**src/rtl/data_memory_master.sv**
```systemverilog
// Load/store initiator for a word-wide, byte-enabled data memory; one request in flight.
// Define DATA_MEMORY_MASTER_SPLIT_EN to split word-crossing accesses into two beats.
module data_memory_master #(
  parameter int DATA_BITS = 16
) (
  input  logic                 clock,
  input  logic                 reset_n,
  input  logic                 req_valid,
  output logic                 req_ready,
  input  logic                 req_write,
  input  logic [31:0]          req_addr,
  input  logic [1:0]           req_size,
  input  logic                 req_unsigned,
  input  logic [31:0]          req_wdata,
  output logic                 rsp_valid,
  output logic [31:0]          rsp_rdata,
  output logic                 rsp_error,
  output logic [DATA_BITS-3:0] mem_address,
  output logic [3:0]           mem_byteena,
  output logic [31:0]          mem_data,
  output logic                 mem_wren,
  input  logic [31:0]          mem_q
);

  localparam int AW = DATA_BITS - 2;

`ifdef DATA_MEMORY_MASTER_SPLIT_EN
  typedef enum logic [1:0] {S_IDLE = 2'd0, S_ACC0 = 2'd1, S_ACC1 = 2'd2, S_RESP = 2'd3} state_t;
`else
  typedef enum logic [1:0] {S_IDLE = 2'd0, S_ACC0 = 2'd1, S_RESP = 2'd3} state_t;
`endif

  // {hi,lo} >> 8*off, then sign/zero extension by access size
  function automatic logic [31:0] f_extract(input logic [31:0] hi, input logic [31:0] lo,
                                            input logic [1:0] off, input logic [1:0] size,
                                            input logic uns);
    logic [5:0]  sh;
    logic [31:0] raw;
    sh  = {1'b0, off, 3'b000};
    raw = (lo >> sh) | (hi << (6'd32 - sh));
    case (size)
      2'd0:    f_extract = {{24{raw[7] & ~uns}}, raw[7:0]};
      2'd1:    f_extract = {{16{raw[15] & ~uns}}, raw[15:0]};
      2'd2:    f_extract = raw;
      default: f_extract = 32'h0000_0000;
    endcase
  endfunction

  state_t          r_state, w_next;
  logic            r_ready, r_write, r_unsigned;
  logic [1:0]      r_size, r_off;
  logic            r_rsp_valid, r_rsp_error, r_mem_wren;
  logic [31:0]     r_rsp_rdata, r_mem_data;
  logic [3:0]      r_mem_byteena;
  logic [AW-1:0]   r_mem_address;

  logic [1:0]      w_off;
  logic [3:0]      w_mask;
  logic [7:0]      w_be8;
  logic [AW-1:0]   w_word;
  logic            w_cross, w_err;
`ifdef DATA_MEMORY_MASTER_SPLIT_EN
  logic            r_split;
  logic [3:0]      r_be_hi;
  logic [31:0]     r_data_hi, r_lo, w_data_hi;
`endif

  // request decode: lane mask, crossing detection and error classification
  always_comb begin
    w_off  = req_addr[1:0];
    w_word = req_addr[DATA_BITS-1:2];
    case (req_size)
      2'd0:    w_mask = 4'b0001;
      2'd1:    w_mask = 4'b0011;
      2'd2:    w_mask = 4'b1111;
      default: w_mask = 4'b0000;
    endcase
    w_be8   = {4'b0000, w_mask} << w_off;
    w_cross = |w_be8[7:4];
`ifdef DATA_MEMORY_MASTER_SPLIT_EN
    w_data_hi = req_wdata >> (6'd32 - {1'b0, w_off, 3'b000});
    w_err     = (req_size == 2'd3) | (|req_addr[31:DATA_BITS]) | (w_cross & (&w_word));
`else
    w_err     = (req_size == 2'd3) | (|req_addr[31:DATA_BITS]) | w_cross;
`endif
  end

  // state register
  always_ff @(posedge clock or negedge reset_n) begin
    if (!reset_n) r_state <= S_IDLE;
    else          r_state <= w_next;
  end

  // next-state logic
  always_comb begin
    w_next = r_state;
    case (r_state)
      S_IDLE: begin
        if (req_valid) w_next = w_err ? S_RESP : S_ACC0;
        else           w_next = S_IDLE;
      end
`ifdef DATA_MEMORY_MASTER_SPLIT_EN
      S_ACC0: begin
        if (r_split) w_next = S_ACC1;
        else         w_next = S_RESP;
      end
      S_ACC1:  w_next = S_RESP;
`else
      S_ACC0:  w_next = S_RESP;
`endif
      S_RESP:  w_next = S_IDLE;
      default: w_next = S_IDLE;
    endcase
  end

  // datapath: mem/rsp outputs default to idle each cycle, the active state overrides
  always_ff @(posedge clock or negedge reset_n) begin
    if (!reset_n) begin
      r_ready       <= 1'b1;
      r_write       <= 1'b0;
      r_unsigned    <= 1'b0;
      r_size        <= 2'd0;
      r_off         <= 2'd0;
      r_rsp_valid   <= 1'b0;
      r_rsp_error   <= 1'b0;
      r_rsp_rdata   <= 32'h0000_0000;
      r_mem_wren    <= 1'b0;
      r_mem_data    <= 32'h0000_0000;
      r_mem_byteena <= 4'b0000;
      r_mem_address <= '0;
`ifdef DATA_MEMORY_MASTER_SPLIT_EN
      r_split       <= 1'b0;
      r_be_hi       <= 4'b0000;
      r_data_hi     <= 32'h0000_0000;
      r_lo          <= 32'h0000_0000;
`endif
    end else begin
      r_ready       <= (w_next == S_IDLE);
      r_rsp_valid   <= 1'b0;
      r_rsp_error   <= 1'b0;
      r_rsp_rdata   <= 32'h0000_0000;
      r_mem_wren    <= 1'b0;
      r_mem_data    <= 32'h0000_0000;
      r_mem_byteena <= 4'b0000;
      r_mem_address <= '0;
      case (r_state)
        S_IDLE: begin
          if (req_valid) begin
            r_write    <= req_write;
            r_size     <= req_size;
            r_unsigned <= req_unsigned;
            r_off      <= w_off;
            if (w_err) begin
              r_rsp_valid <= 1'b1;
              r_rsp_error <= 1'b1;
            end else begin
              r_mem_address <= w_word;
              r_mem_byteena <= w_be8[3:0];
              r_mem_data    <= req_wdata << {w_off, 3'b000};
              r_mem_wren    <= req_write;
`ifdef DATA_MEMORY_MASTER_SPLIT_EN
              r_split       <= w_cross;
              r_be_hi       <= w_be8[7:4];
              r_data_hi     <= w_data_hi;
`endif
            end
          end
        end
        S_ACC0: begin
`ifdef DATA_MEMORY_MASTER_SPLIT_EN
          if (r_split) begin
            r_lo          <= mem_q;
            r_mem_address <= r_mem_address + AW'(1);
            r_mem_byteena <= r_be_hi;
            r_mem_data    <= r_data_hi;
            r_mem_wren    <= r_write;
          end else begin
            r_rsp_valid <= 1'b1;
            r_rsp_rdata <= r_write ? 32'h0000_0000
                                   : f_extract(32'h0000_0000, mem_q, r_off, r_size, r_unsigned);
          end
`else
          r_rsp_valid <= 1'b1;
          r_rsp_rdata <= r_write ? 32'h0000_0000
                                 : f_extract(32'h0000_0000, mem_q, r_off, r_size, r_unsigned);
`endif
        end
`ifdef DATA_MEMORY_MASTER_SPLIT_EN
        S_ACC1: begin
          r_rsp_valid <= 1'b1;
          r_rsp_rdata <= r_write ? 32'h0000_0000
                                 : f_extract(mem_q, r_lo, r_off, r_size, r_unsigned);
        end
`endif
        default: begin
        end
      endcase
    end
  end

  assign req_ready   = r_ready;
  assign rsp_valid   = r_rsp_valid;
  assign rsp_error   = r_rsp_error;
  assign rsp_rdata   = r_rsp_rdata;
  assign mem_wren    = r_mem_wren;
  assign mem_data    = r_mem_data;
  assign mem_byteena = r_mem_byteena;
  assign mem_address = r_mem_address;

endmodule
```
**config.mk**
```make
export PLATFORM = sky130hd
export DESIGN_NAME = data_memory_master
export DESIGN_NICKNAME = d
export VERILOG_FILES = /design/src/rtl/data_memory_master.sv
export SDC_FILE = /design/constraint.sdc
export NUM_CORES = 1
export LEC_CHECK = 0
export ABC_CLOCK_PERIOD_IN_PS = 2050
export CORE_ASPECT_RATIO = 1.4
export CORE_UTILIZATION = 38
export DETAILED_ROUTE_END_ITERATION = 7
export PLACE_DENSITY_LB_ADDON = 0.1
export SYNTH_ARGS = -nofsm -noshare
export SYNTH_HDL_FRONTEND = slang
export SYNTH_SLANG_ARGS = --single-unit
```
**constraint.sdc**
```tcl
create_clock -name clock -period 2.05 [get_ports clock]
set_clock_uncertainty 0.15 [all_clocks]
set_input_delay 0.3075 -clock clock [delete_from_list [all_inputs] [get_ports clock]]
set_output_delay 0.3075 -clock clock [all_outputs]
set_load 0.005 [all_outputs]
```
# ---- Word level (Yosys, flattened, before mapping)
# Index checks and enable logic that the tools add are counted.
dict set report word_totals {
  wordCells 60
  input_bits 103
  output_inout_bits 86
  reg_bits 94
}
dict set report classes {
  n_bitwise 6
  shifts 4
  reduce_logical 7
  n_addsub 1
  mux 23
  n_eq_ne 6
}
# op n
set op_table {}
lappend op_table {{32-bit two-way mux} 5}
lappend op_table {{32-bit case mux with 3 select lines} 1}
lappend op_table {{14-bit two-way mux} 3}
lappend op_table {{32-bit bitwise OR} 1}
lappend op_table {{1-bit by 6-bit left shift with 32-bit output, first input constant} 1}
lappend op_table {{32-bit by 5-bit left shift with 32-bit output} 1}
lappend op_table {{32-bit by 5-bit right shift with 32-bit output} 1}
lappend op_table {{16-bit OR reduction} 1}
lappend op_table {{4-bit two-way mux} 3}
lappend op_table {{4-bit case mux with 3 select lines} 1}
lappend op_table {{2-bit zero test} 4}
lappend op_table {{4-bit by 2-bit left shift with 8-bit output} 1}
lappend op_table {{2-bit by 1-bit == test with 1-bit output, second input constant} 3}
lappend op_table {{2-bit == test, second input constant} 3}
lappend op_table {{1-bit two-way mux} 6}
lappend op_table {{6-bit by 5-bit subtractor with 6-bit output, first input constant} 1}
lappend op_table {{2-bit two-way mux} 2}
lappend op_table {{2-bit case mux with 2 select lines} 1}
lappend op_table {{4-bit OR reduction} 1}
lappend op_table {{1-bit bitwise AND} 2}
lappend op_table {{1-bit bitwise OR} 2}
lappend op_table {{1-bit case mux with 2 select lines} 1}
lappend op_table {{2-bit AND reduction} 1}
lappend op_table {{1-bit NOT} 1}

# ---- Longest topological paths before layout
# Gate-level depths: netlist of run 1.
dict set report logic_depth {
  word_depth 9
  depth_mapped 8
  ltp_nobuf 6
}

# ---- Worst setup path before layout of run 1
# OpenSTA, ideal clock, no wires.
dict set report synth_timing {
  path_type {in2reg}
  start {input req_addr[1]}
  end {register r_mem_data[15] (netlist: mem_data[15])}
  setup_time_ns 0.081
  slack_ns -0.163
  stages 7
  arrival_ns 1.982
  path_buffers 3
  t_required_ns 1.819
  cell_sequence {or2_1 > buf_6 > a2111o_1 > or4b_1 > buf_2 > buf_2 > nor3_2}
}
dict set report synth_between {
  elab_chain_cells 6
  elab_cells_between_ends 7
  cone_classes {shift: 2; mux: 3; bitwise: 1; reduce/logical: 1}
}
# element line
set synth_rtl {}
lappend synth_rtl {{start: declaration} 11} ;# input logic [31:0] req_addr,
lappend synth_rtl {{4-bit by 2-bit left shift with 8-bit output} 78} ;# w_be8 = {4'b0000, w_mask} << w_off;
lappend synth_rtl {{4-bit OR reduction} 79} ;# w_cross = |w_be8[7:4];
lappend synth_rtl {{1-bit bitwise OR} 84} ;# w_err = (req_size == 2'd3) | (|req_addr[31:DATA_BITS]) | w_cross;
lappend synth_rtl {{32-bit two-way mux (*)} 153} ;# if (w_err) begin
lappend synth_rtl {{32-bit two-way mux (*)} 148} ;# if (req_valid) begin
lappend synth_rtl {{32-bit two-way mux (*)} 146} ;# case (r_state)
lappend synth_rtl {{end signal: assignment} 159} ;# r_mem_data <= req_wdata << {w_off, 3'b000};
lappend synth_rtl {{end: declaration} 53} ;# logic [31:0] r_rsp_rdata, r_mem_data;
# Mark *: on every way between the ends. The rest lies on a longest branch, timed or not.
# A chain may end at the register's enable or synchronous reset.

# ---- Worst setup path after layout of run 1
dict set report layout_timing {
  start {input req_addr[1]}
  end {register r_mem_data[30] (netlist: mem_data[30])}
}
# Same word-level chain as after synthesis.

==> results_dict.tcl, run 1 <==
set metrics [dict create \
    first_pass_iters 4 \
    synth_top_area_share_pct 55.5 \
    placement.setup.worst_slack_ns -0.711 \
    async_reset_ff_share_pct 100 \
    synthTopCellsByArea "dfrtp_1, mux2i_1, a211oi_1, a21oi_1, mux2_2" \
    cts-root-buf "clkbuf_16" \
    track_usage_pct 23.1 \
    globalRouteOverflowTotal 0 \
    tns_ns -0.00131 \
    yosys_most_used_dff "dfrtp_1" \
    syn_nets 491 \
    pin_count 189 \
    drive_above_1_share_pct 18.2 \
    syn_to_final_growth_pct 68.9 \
    cts_tree "built" \
    avgRoutedWirePerCell_um 17.4 \
    gp_congestion 0.830 \
    clock_latency_ns 0.35 \
    core-area_mm2 0.0105 \
    end_kind "register" \
    cts_sinks 93 \
    holdCritStartpoint "req_size[1]" \
    startpoint_type "input port" \
    placed_cells 717 \
    fin_crit_ns 2.05 \
    grt_pass1_wl_um 20000 \
    die_w_um 90.3 \
    ys_warn_count 0 \
    hold_violations 0 \
    synth_edf_count 0 \
    start_util_pct 39.5 \
    r2r_slack_ns 0.05 \
    rr_endpoint "mem_data[30]" \
    routed-via-count 3731 \
    io_buffers 188 \
    violations "negative setup slack" \
    grt_start_max_net_pins 40 \
    yosys-top-cells-count "dfrtp_1, mux2i_1, nor2_1, a21oi_1, a211oi_1" \
    dp_hpwl_um 9250 \
    synth_area_per_cell_um2 10.8 \
    antenna_found_initial 0 \
    tightest_slew_ns 0.687 \
    drt_iter0_drc 76 \
    netlist_instances 385 \
    rsz0062_at_grt "yes" \
    std_cell_rows 44 \
    r2r_cells 6 \
    critPathSlowestCell "or4b_4" \
    wl_um 12900 \
    nFillCells 840 \
    cap_violations 0 \
    worst_path_largest_cell_delay_ns 0.59 \
    grt_pass1_vias 3946 \
    critPathKind "input port to register" \
    finalWorstSetupSlack_ns -0.00131 \
    crit_path_start "req_addr[1]" \
    leakagePower_nw 3.16 \
    clk_path_buf_depth 2 \
    rr_startpoint "rsp_valid" \
    irDropWorstVdd_mv 0.555 \
    status "finished with violations" \
    cts.clk_slew.worst_paths_ns 0.07 \
    final_cells 744 \
    die_area_mm2 0.0113 \
    hold_ws_ns 0.139 \
    power_density_mw_per_mm2 844 \
    syn_area_mm2 0.00415 \
    cp_max_fo 5 \
    synth_cell_type_count 37 \
    maxClockFrequency_mhz 487 \
    hold_depth 2 \
    arrival_ns 2.17 \
    nets 707 \
    ant_nets 0 \
    dieHeight_um 126 \
    period_share_pct 100 \
    cp.required_ns 2.17 \
    holdPathEnd "r_size[1]" \
    slew_headroom_pct 54.1 \
    ys_ff_latch 93 \
    synth_most_common_cell "dfrtp_1" \
    drt-vias-per-instance 5.01 \
    numCtsBuffers 9 \
    ys_seq_area_share_pct 56.1 \
    setup_viol 1 \
    hp-class "input port to register" \
    utilization_pct 66.6 \
    antenna_cells 0 \
    worstPathCellList "buf_6 -> or2_4 -> a2111o_1 -> or4b_4 -> buf_12 -> buf_16 -> a211oi_2" \
    drc 0 \
    htreeDepth 3 \
    drv_slew 0 \
    yosysTopAreaCell "dfrtp_1" \
]
==> metrics by stage <==
| stage | area, um^2 | power [W] |
|---|---|---|
| after floorplan | 4210 | 0.00323 |
| after global placement | 6440 | 0.00420 |
| after detailed placement | 6440 | 0.00422 |
| final | 7010 | 0.00591 |
| after CTS | 6930 | 0.00595 |
| after global routing | 7010 | 0.00619 |
==> kinds of logic after synthesis <==
family	synth area share (%)
AOI/OAI and AO/OA	10.7
muxes	12.7
DFF	56.1
xor gates and xnor gates	0.211
buffers and inverters	4.16
and+or+nand+nor	15.2
adders and majority gates	0.905
==> power breakdown <==
part / internal (W) / switching (W) / total, W
logic: 0.00102 / 0.000978 / 0.00200
clock network: 0.000987 / 0.000733 / 0.00172
registers: 0.00204 / 0.000156 / 0.00219
==> worst max path at each step <==
stage / cells past startpoint / to / slack (ns)
finish: 7 / mem_data[30] / -0.001
global route: 7 / mem_data[30] / -0.07
CTS: 7 / mem_data[28] / 0.002
detailed placement: 7 / mem_data[25] / -0.71
global placement: 7 / mem_data[25] / -0.61
floorplan: 7 / mem_data[28] / -0.15
==> placed cells by master, fill, tap and decap left out, types with 6 or more instances in the layout <==
cell type        instances
nand2_1                 21
dlygate4sd2_1           11
buf_4                   35
inv_1                   10
and2_1                   6
nor2_1                  34
nor3_2                  11
and3_1                  15
o21ai_0                  8
a21oi_1                 32
clkbuf_16                9
a211oi_1                19
nor2b_1                 13
mux2i_1                 37
mux2_2                  14
clkdlybuf4s50_1        171
dfrtp_1                 92
==> cell type report <==
type | instances | area (um^2) | share of cell area (%)
Tap cell | 138 | 173 | 2.46
Multi-Input combinational cell | 251 | 1790 | 25.5
Clock inverter | 6 | 68.8 | 0.982
Clock buffer | 10 | 239 | 3.41
Inverter | 12 | 45.0 | 0.643
Timing Repair Buffer | 234 | 2360 | 33.8
Sequential cell | 93 | 2330 | 33.2
==> registers in the layout (all words and copies together) (netlist names), 2 cells and up <==
| signal | flops |
|---|---|
| r_size | 2 |
| mem_byteena | 4 |
| r_off | 2 |
| mem_data | 32 |
| rsp_rdata | 32 |
| mem_address | 14 |
==> layer usage <==
layer	GRT usage, %	wire, um
met5	0	0
met4	8.73	294
met3	4.59	651
met2	44.6	7180
met1	24.3	4810
==> critical path: cells and delay by family <==
family                 cells  cell delay (ns)
and+or+nand+nor            2             0.84
buffers and inverters      3             0.40
AOI/OAI and AO/OA          2             0.61
==> timing repair <==
| item | 4_1_cts | 5_1_grt |
|---|---|---|
| cloned | 4 | 0 |
| resized for setup | 39 | 17 |
| pin swaps | 9 | 6 |
| setup buffers | 5 | 1 |
| hold endpoints to repair | 36 | 0 |
| endpoints found under the setup margin | 52 | 28 |
| hold buffers | 1 | 0 |
No activity file was read; power rests on OpenSTA's default activity.
==> run 2: changes to the inputs <==
--- a/config.mk
+++ b/config.mk
@@ -8,4 +8,5 @@
 export ABC_CLOCK_PERIOD_IN_PS = 2050
 export CORE_ASPECT_RATIO = 1.4
+export CORE_MARGIN = 4
 export CORE_UTILIZATION = 38
 export DETAILED_ROUTE_END_ITERATION = 7
--- a/constraint.sdc
+++ b/constraint.sdc
@@ -3,3 +3,3 @@
 set_input_delay 0.3075 -clock clock [delete_from_list [all_inputs] [get_ports clock]]
 set_output_delay 0.3075 -clock clock [all_outputs]
-set_load 0.005 [all_outputs]
+set_load 0.05 [all_outputs]
==> run 2 against run 1 <==
Effect of this change:
- the run now ends clean
- design area is essentially flat
- combinational power is 22% higher
- power rose by 9.1%
- largest cell class unchanged
- highest routed layer unchanged
==> results_dict.tcl, run 2 (same netlist as run 1, synthesis figures left out) <==
set metrics [dict create \
    dp_hpwl_um 9730 \
    design_area_mm2 0.00701 \
    gp_congestion 0.794 \
    rsz0062_at_grt "no" \
    drv_slew 0 \
    antenna_cells 0 \
    grt_pass1_wl_um 21200 \
    track_usage_pct 21.9 \
    arrival_ns 2.09 \
    slew_headroom_pct 56.6 \
    regArea_mm2 0.00233 \
    io_buffers 188 \
    nets 710 \
    irDropWorstVdd_mv 0.579 \
    layout_commonest_cell "clkdlybuf4s50_1" \
    pwr-share-seq_pct 34.3 \
    nFillCells 852 \
    p_int_w 0.00413 \
    critPathSlowestCell "or4b_4" \
    placed_cells 719 \
    crit_buf_inv 3 \
    std_cell_rows 44 \
    multi_input_area_mm2 0.00179 \
    first_pass_iters 4 \
    fin_crit_ns 1.99 \
    cp.required_ns 2.16 \
    clk_path_buf_depth 2 \
    final_cell_mix "clkdlybuf4s50_1, dfrtp_1, buf_4" \
    drt-vias-per-instance 5.07 \
    routed-via-count 3788 \
    status "finished clean" \
    grt_pass1_vias 4108 \
    cts_sinks 93 \
    power_frac_clock_pct 28.0 \
    core-area_mm2 0.0105 \
    dieHeight_um 132 \
    maxClockFrequency_mhz 503 \
    placed_area_mm2 0.00642 \
    die_area_mm2 0.0127 \
    crit_family "buffers and inverters" \
    cts_tree "built" \
    final_cells 747 \
    start_util_pct 39.5 \
    leakagePower_nw 3.23 \
    pin_count 189 \
    numCtsBuffers 9 \
    power_density_mw_per_mm2 921 \
    end_kind "register" \
    setup_viol 0 \
    drive_above_1_share_pct 19.9 \
    globalRouteOverflowTotal 0 \
    cts.clk_slew.worst_paths_ns 0.07 \
    hold_violations 0 \
    startpoint_type "input port" \
    tightest_slew_ns 0.650 \
    period_share_pct 97.1 \
    htreeDepth 3 \
    worstPathCellList "clkdlybuf4s50_1 -> a2111o_1 -> or4b_4 -> buf_6 -> buf_16 -> a211oi_1" \
    placement.setup.worst_slack_ns -0.735 \
    finalWorstSetupSlack_ns 0.0603 \
    hp-class "input port to register" \
    worst_path_largest_cell_delay_ns 0.56 \
    ant_nets 0 \
    clock_latency_ns 0.34 \
    critPathKind "input port to register" \
    grt_start_max_net_pins 50 \
    syn_to_final_growth_pct 68.9 \
    power_frac_comb_pct 37.8 \
    drc 0 \
    avgRoutedWirePerCell_um 18.4 \
    drt_iter0_drc 55 \
    hold_ws_ns 0.104 \
    cap_violations 0 \
    cp_max_fo 6 \
    swShare_pct 36.0 \
    p_switching_w 0.00232 \
    wl_um 13800 \
    cts-root-buf "clkbuf_16" \
    die_w_um 96.3 \
    antenna_found_initial 0 \
]
run 2: worst paths after layout:
path	startpoint	to	slack [ns]	cells past startpoint
worst max-delay path	req_addr[30]	mem_data[24]	0.06	6
worst min-delay path	req_size[0]	r_size[0]	0.10	2
worst max register to register	rsp_valid	mem_data[24]	0.11	6
worst min register to register	r_write	r_write	0.37	1
max in group asynchronous	reset_n	req_ready	0.83	3
min in group asynchronous	reset_n	mem_address[4]	0.30	2
run 2: worst reg2reg max path, delay by kind of cell (launching register included):
kind | cells | cell delay [ns]
AND/OR/NAND/NOR | 3 | 0.80
flip-flops | 1 | 0.44
buffers and inverters | 2 | 0.32
AO/OA/AOI/OAI | 1 | 0.15
run 2: timing repair:
action / in CTS / in global routing
setup endpoints to repair: 39 / 53
cloned: 4 / 1
endpoints found under the hold margin: 30 / 0
buffers inserted: 6 / 1
pin swaps: 7 / 10
hold buffers: 1 / 0
resized for setup: 29 / 28
run 2: power groups by stage:
stage / Clock [W] / Sequential (W) / Combinational, W
global route: 0.00193 / 0.00224 / 0.00264
finish: 0.00180 / 0.00221 / 0.00244
floorplan: 0 / 0.00263 / 0.00105
global placement: 0 / 0.00223 / 0.00242
detailed placement: 0 / 0.00223 / 0.00243
CTS: 0.00185 / 0.00220 / 0.00245
run 2: through the flow:
step,total power [W],util (%),TNS (ns)
2_1_floorplan,0.00368,-,-4.07
3_3_place_gp,0.00465,61.1,-24.85
3_5_place_dp,0.00467,61.1,-29.97
4_1_cts,0.00650,66.2,-0.00501
5_1_grt,0.00680,66.7,0
6_report,0.00645,66.7,0
run 2: cell type report:
class | instances | area share [%]
Clock inverter | 7 | 1.37
Inverter | 12 | 0.643
Clock buffer | 9 | 3.21
Timing Repair Buffer | 237 | 33.5
Sequential cell | 93 | 33.2
Tap cell | 138 | 2.46
Multi-Input combinational cell | 251 | 25.6
run 2: layer usage:
layer / track usage [%] / vias up / routed length [um] / share of wire, %
li1: - / 1777 / - / -
met2: 38.8 / 147 / 7340 / 53
met1: 23.5 / 1829 / 4880 / 35
met4: 9.28 / 0 / 470 / 3.4
met5: 0 / - / 0 / 0
met3: 6.46 / 35 / 1060 / 7.7
==> patch: new RTL, flow settings as in run 2 <==
Set the parameter `DATA_BITS` to 20 (it was 16).
--- a/src/rtl/data_memory_master.sv
+++ b/src/rtl/data_memory_master.sv
@@ -2,5 +2,5 @@
 // Define DATA_MEMORY_MASTER_SPLIT_EN to split word-crossing accesses into two beats.
 module data_memory_master #(
-  parameter int DATA_BITS = 16
+  parameter int DATA_BITS = 20
 ) (
   input  logic                 clock,
Ports: changed (resized mem_address); port bits go from 189 to 193. No check against the original RTL was run, so the function may have changed too.
==> patch against run 2 <==
The flow now finishes with violations (negative setup slack). First-iteration DRC count grew 25%. Routed wire length shrank 8.5%. Fmax shrank 3.2%. Sequential cell count grew 4. Power grew 2.6%. Combinational power grew 9.0%. Area after synthesis grew 3.8%. Setup slack lost 65 ps. Cell area shrank 0.77%. Critical path depth shrank 2. Critical path type unchanged.
==> patch: results (changes against run 2) <==
* simple AND/OR/NAND/NOR gates — largest delay contributor family on the critical path, was buffers and inverters
* in -> async — worst hold path class, was in -> reg
* 256 — multi-input combinational cell count, was 251
* req_addr[21] — start point of the critical path, was req_addr[30]
* 490 — total nets after synthesis, was 491
* or4_4 — Max stage delay cell, worst path, was or4b_4
* 149.3 ps — minimum hold slack, was 103.7 ps
* 192 — I/O Buffers, was 188
* 6.826 mm — wire length on met2, was 7.335 mm
* finished, violations left — outcome, was finished clean
* 96 x dfrtp_1, 41 x mux2i_1, 38 x and2_1, 38 x nand2_1, 26 x nor2_1 — most frequent cells after synthesis, was 92 x dfrtp_1, 37 x mux2i_1, 36 x nor2_1
* 2150 ps — Critical Path AT, was 2090 ps
* 708 — final net count, was 710
* 11.22 um2 — per-instance average area after synthesis, was 10.78 um2
* mem_data[20] — destination of the worst register-to-register timing path, was mem_data[24]
* 0.3224 — non-clock buffer area fraction after layout, was 0.3351
* negative setup slack — failing checks
* 1 — count of final setup violators, was 0
* -5.236 ps — setup slack after layout, was 60.25 ps
* 51 — synth unique cells, was 37
* 9 — Inverters, non-clock, was 12
* 0.4788 mV — worst voltage drop across the vdd grid, was 0.5789 mV
* 0.6346 — max-slew headroom at the worst pin, was 0.5660
* 0.004077 W — Internal Dissipation, was 0.004130 W
* 0.2571 — multi-input combinational area share, was 0.2558
* 3 — CTS resizes, was 29
* 958 um — metal3 WL, was 1.064 mm
* 0.002542 W — reported net switching power, was 0.002324 W
* 97 — flops & latches, synth, was 93
* 0 — post-CTS setup buffers, was 6
* 0.1925 — global routing usage summed across all routing layers, was 0.2189
* mem_data[20] — endpoint of the worst setup timing path, was mem_data[24]
* 2430 um2 — total area of sequential cells, was 2328 um2
* 0.5638 — share of the yosys chip area belonging to registers, was 0.5612
patch: changes by cell type in the layout (fill, tap and decap cells not counted), sizes merged, moves of 9 or more:
cell	run 2	this run
buf	58	44
clkdlybuf4s50	164	179
nor2	36	26
a211oi	23	9
and3	15	2
nor3	16	2
a21oi	33	24
and2	7	39
nand2	21	39
patch: kinds of logic after synthesis:
kind of cell / count (synthesis) / share of synthesized area
compound gates: 68 / 0.09904
xor+xnor: 1 / 0.002033
fa+ha+maj: 3 / 0.008714
buf+inv: 32 / 0.03340
flops: 97 / 0.5638
mux: 51 / 0.1214
simple gates: 132 / 0.1717
patch: per-stage QoR:
stage / cell area [um2] / utilization / TNS [ps] / setup WS, ps
after global placement: 6600 / 0.6011 / -12020 / -397.0
after CTS: 6918 / 0.6301 / -13.98 / -13.98
after detailed placement: 6600 / 0.6011 / -13700 / -461.9
after floorplan: 4322 / - / 0 / 2.626
final: 6955 / 0.6335 / -5.236 / -5.236
after global routing: 6955 / 0.6335 / -41.32 / -21.87
